===== config.mk =====
export PLATFORM = sky130hd
export DESIGN_NAME = bram_result_writer
export DESIGN_NICKNAME = d
export VERILOG_FILES = /design/src/rtl/bram_result_writer.sv
export SDC_FILE = /design/constraint.sdc
export NUM_CORES = 1
export LEC_CHECK = 0
export ABC_AREA = 1
export CORE_MARGIN = 3
export CORE_UTILIZATION = 40
export DETAILED_ROUTE_END_ITERATION = 10
export GPL_ROUTABILITY_DRIVEN = 0
export PLACE_DENSITY = 0.7
export SLEW_MARGIN = 10
export SYNTH_ARGS = -nofsm -noshare
export SYNTH_HDL_FRONTEND = slang
export SYNTH_SLANG_ARGS = --single-unit

===== constraint.sdc =====
create_clock -name clk -period 3.3 [get_ports clk]
set_clock_uncertainty 0.1 [all_clocks]
set_input_delay 0.33 -clock clk [delete_from_list [all_inputs] [get_ports clk]]
set_output_delay 0.33 -clock clk [all_outputs]
set_load 0.03 [all_outputs]

===== src/rtl/bram_result_writer.sv =====
// Burst writer: takes len producer words and writes them to consecutive BRAM addresses from base_addr.
// Optional macro BRAM_WRITE_VERIFY_EN reads each word back and checks it before accepting the next one.
module bram_result_writer #(
  parameter int DATA_W = 11,
  parameter int ADDR_W = 8,
  parameter int RD_LAT = 1
) (
  input  logic              clk,
  input  logic              reset,
  input  logic              start,
  input  logic [ADDR_W-1:0] base_addr,
  input  logic [ADDR_W:0]   len,
  input  logic              in_valid,
  input  logic [DATA_W-1:0] in_data,
  output logic              in_ready,
  output logic              bram_ena,
  output logic              bram_wea,
  output logic [ADDR_W-1:0] bram_addra,
  output logic [DATA_W-1:0] bram_dina,
  input  logic [DATA_W-1:0] bram_douta,
  output logic [2:0]        state,
  output logic [ADDR_W:0]   words_written
);

  typedef enum logic [2:0] {
    ST_IDLE  = 3'd0,
    ST_BUSY  = 3'd1,
    ST_DONE  = 3'd2,
    ST_ERROR = 3'd3
  } state_e;

  state_e            state_q, state_d;
  logic [ADDR_W-1:0] addr_q, addr_d;
  logic [ADDR_W:0]   len_q, len_d;
  logic [ADDR_W:0]   ww_q, ww_d;
  logic              ena_q, ena_d;
  logic              wea_q, wea_d;
  logic [ADDR_W-1:0] addra_q, addra_d;
  logic [DATA_W-1:0] dina_q, dina_d;
  logic              words_left;
  logic              verify_busy;
  logic              accept;

  // words_written doubles as the accepted-word count: it moves on the edge that accepts a word.
  assign words_left = (ww_q < len_q);
  assign accept     = in_valid & in_ready;

`ifdef BRAM_WRITE_VERIFY_EN
  logic [RD_LAT-1:0] pipe_q, pipe_d;
  logic              rd_now;
  logic              cmp_now;
  logic              cmp_ok;

  assign rd_now      = ena_q & ~wea_q;
  assign cmp_now     = pipe_q[RD_LAT-1];
  assign cmp_ok      = (bram_douta == dina_q);
  assign verify_busy = ena_q | (|pipe_q);
  assign pipe_d      = RD_LAT'({pipe_q, rd_now});

  always_ff @(posedge clk or negedge reset) begin
    if (!reset) begin
      pipe_q <= '0;
    end else begin
      pipe_q <= pipe_d;
    end
  end
`else
  logic unused_cfg;
  assign unused_cfg  = ^{bram_douta, 2'(RD_LAT)};
  assign verify_busy = 1'b0;
`endif

  assign in_ready      = (state_q == ST_BUSY) && words_left && !verify_busy;
  assign bram_ena      = ena_q;
  assign bram_wea      = wea_q;
  assign bram_addra    = addra_q;
  assign bram_dina     = dina_q;
  assign state         = state_q;
  assign words_written = ww_q;

  always_comb begin
    state_d = state_q;
    addr_d  = addr_q;
    len_d   = len_q;
    ww_d    = ww_q;
    ena_d   = 1'b0;
    wea_d   = 1'b0;
    addra_d = addra_q;
    dina_d  = dina_q;
    case (state_q)
      ST_BUSY: begin
        if (accept) begin
          ena_d   = 1'b1;
          wea_d   = 1'b1;
          addra_d = addr_q;
          dina_d  = in_data;
          addr_d  = addr_q + ADDR_W'(1);
          ww_d    = ww_q + (ADDR_W+1)'(1);
        end
`ifdef BRAM_WRITE_VERIFY_EN
        // Read-back reuses the held address/data registers of the write just issued.
        if (wea_q) begin
          ena_d = 1'b1;
        end
        if (cmp_now) begin
          if (!cmp_ok) begin
            state_d = ST_ERROR;
            ww_d    = ww_q - (ADDR_W+1)'(1);
          end else if (!words_left) begin
            state_d = ST_DONE;
          end
        end
`else
        if (wea_q && !words_left) begin
          state_d = ST_DONE;
        end
`endif
      end
      default: begin
        if (start) begin
          addr_d  = base_addr;
          len_d   = len;
          ww_d    = '0;
          state_d = (len == '0) ? ST_DONE : ST_BUSY;
        end
      end
    endcase
  end

  always_ff @(posedge clk or negedge reset) begin
    if (!reset) begin
      state_q <= ST_IDLE;
      addr_q  <= '0;
      len_q   <= '0;
      ww_q    <= '0;
      ena_q   <= 1'b0;
      wea_q   <= 1'b0;
      addra_q <= '0;
      dina_q  <= '0;
    end else begin
      state_q <= state_d;
      addr_q  <= addr_d;
      len_q   <= len_d;
      ww_q    <= ww_d;
      ena_q   <= ena_d;
      wea_q   <= wea_d;
      addra_q <= addra_d;
      dina_q  <= dina_d;
    end
  end

endmodule


==> results.sh <==
export IMPL_status="complete, no violations"
export IMPL_period_share_pct=84.70
export IMPL_synth_area_leaders="dfrtp_1 (48%), nand2_1 (21%), nand3_1 (5.6%), inv_1 (5.2%), ha_1 (5.0%)"
export IMPL_vias_per_cell=4.644
export IMPL_synthesis_nets=381
export IMPL_firstDrtPassIters=4
export IMPL_ctsResizeCount=0
export IMPL_max_freq_mhz=357.8
export IMPL_power_frac_seq_pct=35.6
export IMPL_slew_viol_final=0
export IMPL_critPathRequiredTime_ps=2870
export IMPL_comb_power_share_pct=48.1
export IMPL_crit_fanout=7
export IMPL_drc=0
export IMPL_drive_gt1_share_pct=4.627
export IMPL_hold_path_class="in -> async"
export IMPL_ctsLongestPathBuffers=2
export IMPL_end_kind="output port"
export IMPL_ys_ff_latch=48
export IMPL_start_util_pct=41.88
export IMPL_avgRoutedWirePerCell_um=12.07
export IMPL_netlist_area_um2=2524
export IMPL_postSynthCellCount=328
export IMPL_drt_wl_total_um=5601
export IMPL_cts_setup_buffers=0
export IMPL_rows=28
export IMPL_antenna_found_initial=0
export IMPL_hold_buffers=0
export IMPL_syn_area_per_cell_um2=7.694
export IMPL_postRouteAntennaNets=0
export IMPL_crit_type="reg -> out"
export IMPL_synth_distinct_cells=26
export IMPL_clkSinkCount=48
export IMPL_tightest_slew_ps=1076
export IMPL_setup_slack_ps=504.9
export IMPL_power_internal_mw=1.575
export IMPL_tns_ps=0
export IMPL_yosysTopAreaCellShare_pct=47.60
export IMPL_dp_hpwl_um=4034
export IMPL_antennaDiodeCount=0
export IMPL_grt_pass1_wl_um=9563
export IMPL_cts_max_level=2
export IMPL_rsz0062_at_grt="false"
export IMPL_overflow=0
export IMPL_hold_viol_final=0
export IMPL_synth_top_area_cell="dfrtp_1"
export IMPL_seq_area_frac_synth_pct=47.60
export IMPL_ios=77
export IMPL_clockRootBuffer="clkbuf_8"
export IMPL_maxSlewHeadroom_pct=28.25
export IMPL_grt_max_degree=49
export IMPL_vias=2155
export IMPL_critPathArrivalTime_ps=2370
export IMPL_switching_share_pct=42.64
export IMPL_setup_violations_final=0
export IMPL_core_um2=6026
export IMPL_nNetsFinal=441
export IMPL_cap_viol_max_count=0
export IMPL_gr_usage_all_layers_pct=16.18
export IMPL_cts_buffers=5
export IMPL_drt_iter0_markers=89
export IMPL_ir_worst_vdd_uv=545.4
export IMPL_netSwitchingPower_mw=1.171
export IMPL_fp_dieH_um=85.43
export IMPL_port_buffers=64
export IMPL_clk_pin_slew_worst_paths_ps=100
export IMPL_dp_slack_ps=841.4
export IMPL_yosys_warnings=0
export IMPL_clk_insertion_delay_late_ps=310
export IMPL_cts_tree="done"
export IMPL_worstSetupStartpointType="flop"
export IMPL_area_delta_synth_final_pct=31.33
export IMPL_p_leak_nw=1.750
export IMPL_power_density_nw_per_um2=828.7
export IMPL_period_needed_ps=2795
export IMPL_clkPwrFrac_pct=16.4
export IMPL_dieWidth_um=85.43
export IMPL_grt_pass1_vias=2131
export IMPL_total_power_mw=2.747
export IMPL_dieArea_um2=7298
-- metrics by stage --
step,instance area [um^2],std cells,hold WS [ps],util [%]
after detailed placement,3193,456,364.9,52.99
after global routing,3314,464,206.7,55.00
after CTS,3314,464,156.6,55.00
after floorplan,2524,328,-65.59,-
final,3314,464,97.10,55.00
after global placement,3193,456,361.6,52.99
-- path summary, 6_finish.rpt --
check,startpoint,slack (ps),endpoint,cells past startpoint
worst max-delay path,words_written[4],500,in_ready,9
worst min-delay path,reset,100,len_q[1],1
worst max register to register,words_written[4],990,addr_q[5],11
worst min register to register,bram_addra[5],380,bram_addra[5],2
max in group asynchronous,reset,2310,bram_dina[0],1
min in group clk,bram_addra[5],380,bram_addra[5],2
-- layer usage --
| layer | vias to the layer above | global-route usage (%) | part of all wire (%) |
|---|---|---|---|
| met5 | - | 0 | 0 |
| met4 | 0 | 5.612 | 1.7 |
| met3 | 8 | 3.786 | 5.4 |
| met2 | 52 | 27.40 | 48 |
| met1 | 961 | 20.21 | 45 |
| li1 | 1134 | - | - |
-- state kept, by name, summed over array words and instances, names as in the netlist --
name and flops:
bram_addra 8, words_written 9, state 2, len_q 9, bram_dina 11, addr_q 8
bram_wea 1
-- power groups by stage --
stage / registers (mW) / clock network (mW) / logic (mW)
final: 0.977 / 0.450 / 1.32
after global routing: 1.01 / 0.486 / 1.48
after CTS: 0.976 / 0.463 / 1.34
after detailed placement: 0.987 / 0 / 1.33
after global placement: 0.977 / 0 / 1.30
after floorplan: 1.22 / 0 / 0.625
-- cell families after synthesis --
family                   synth area share, %
adder cells (fa/ha/maj)                4.958
AND/OR/NAND/NOR                        31.63
XOR/XNOR                               2.429
flip-flops                             47.60
other                                 0.1486
AO/OA/AOI/OAI                          4.165
buffers and inverters                  8.627
multiplexers                          0.4462
-- Yosys cell counts (all sizes together) --
library cell / count
ha: 10
nand3: 28
clkbuf: 2
xor2: 5
nand4: 3
buf: 11
nor3: 2
conb: 1
nor2: 14
nand2: 139
inv: 37
nand3b: 1
nor4: 2
dfrtp: 48
o21ai: 13
a21oi: 8
clkinv: 1
mux2: 1
xnor2: 2
-- cell usage in the layout (no fill, tap or decap), drive strengths merged --
cell type	count
bufinv	1
ha	10
clkdlybuf4s50	63
nand2	139
nor2	14
a21oi	8
nand4	3
xnor2	2
buf	3
dfrtp	48
o21ai	13
inv	37
nor4	2
conb	1
nor3	2
clkbuf	6
nand3b	1
xor2	5
nand3	28
clkinv	2
mux2	1
-- final cells by class --
| class | count | area [um^2] |
|---|---|---|
| fill | 573 | 2711 |
| sequential | 48 | 1201 |
| multi-input combinational | 229 | 1105 |
| timing repair buffer | 66 | 650.6 |
| inverter | 38 | 142.6 |
| tap | 75 | 93.84 |
| clock buffer | 6 | 82.58 |
| clock inverter | 2 | 38.79 |
-- worst max-delay path, cell delays in order, from the launching register on --
cell and delay [ps]:
dfrtp_1 470, ha_1 340, nand2_1 90, nor2_1 50, nand2_1 50, nor2_1 60, nor2_4 140, nand3_1 110
inv_1 80, clkdlybuf4s50_1 670
Note: power is estimated with default switching activity, not from simulation.
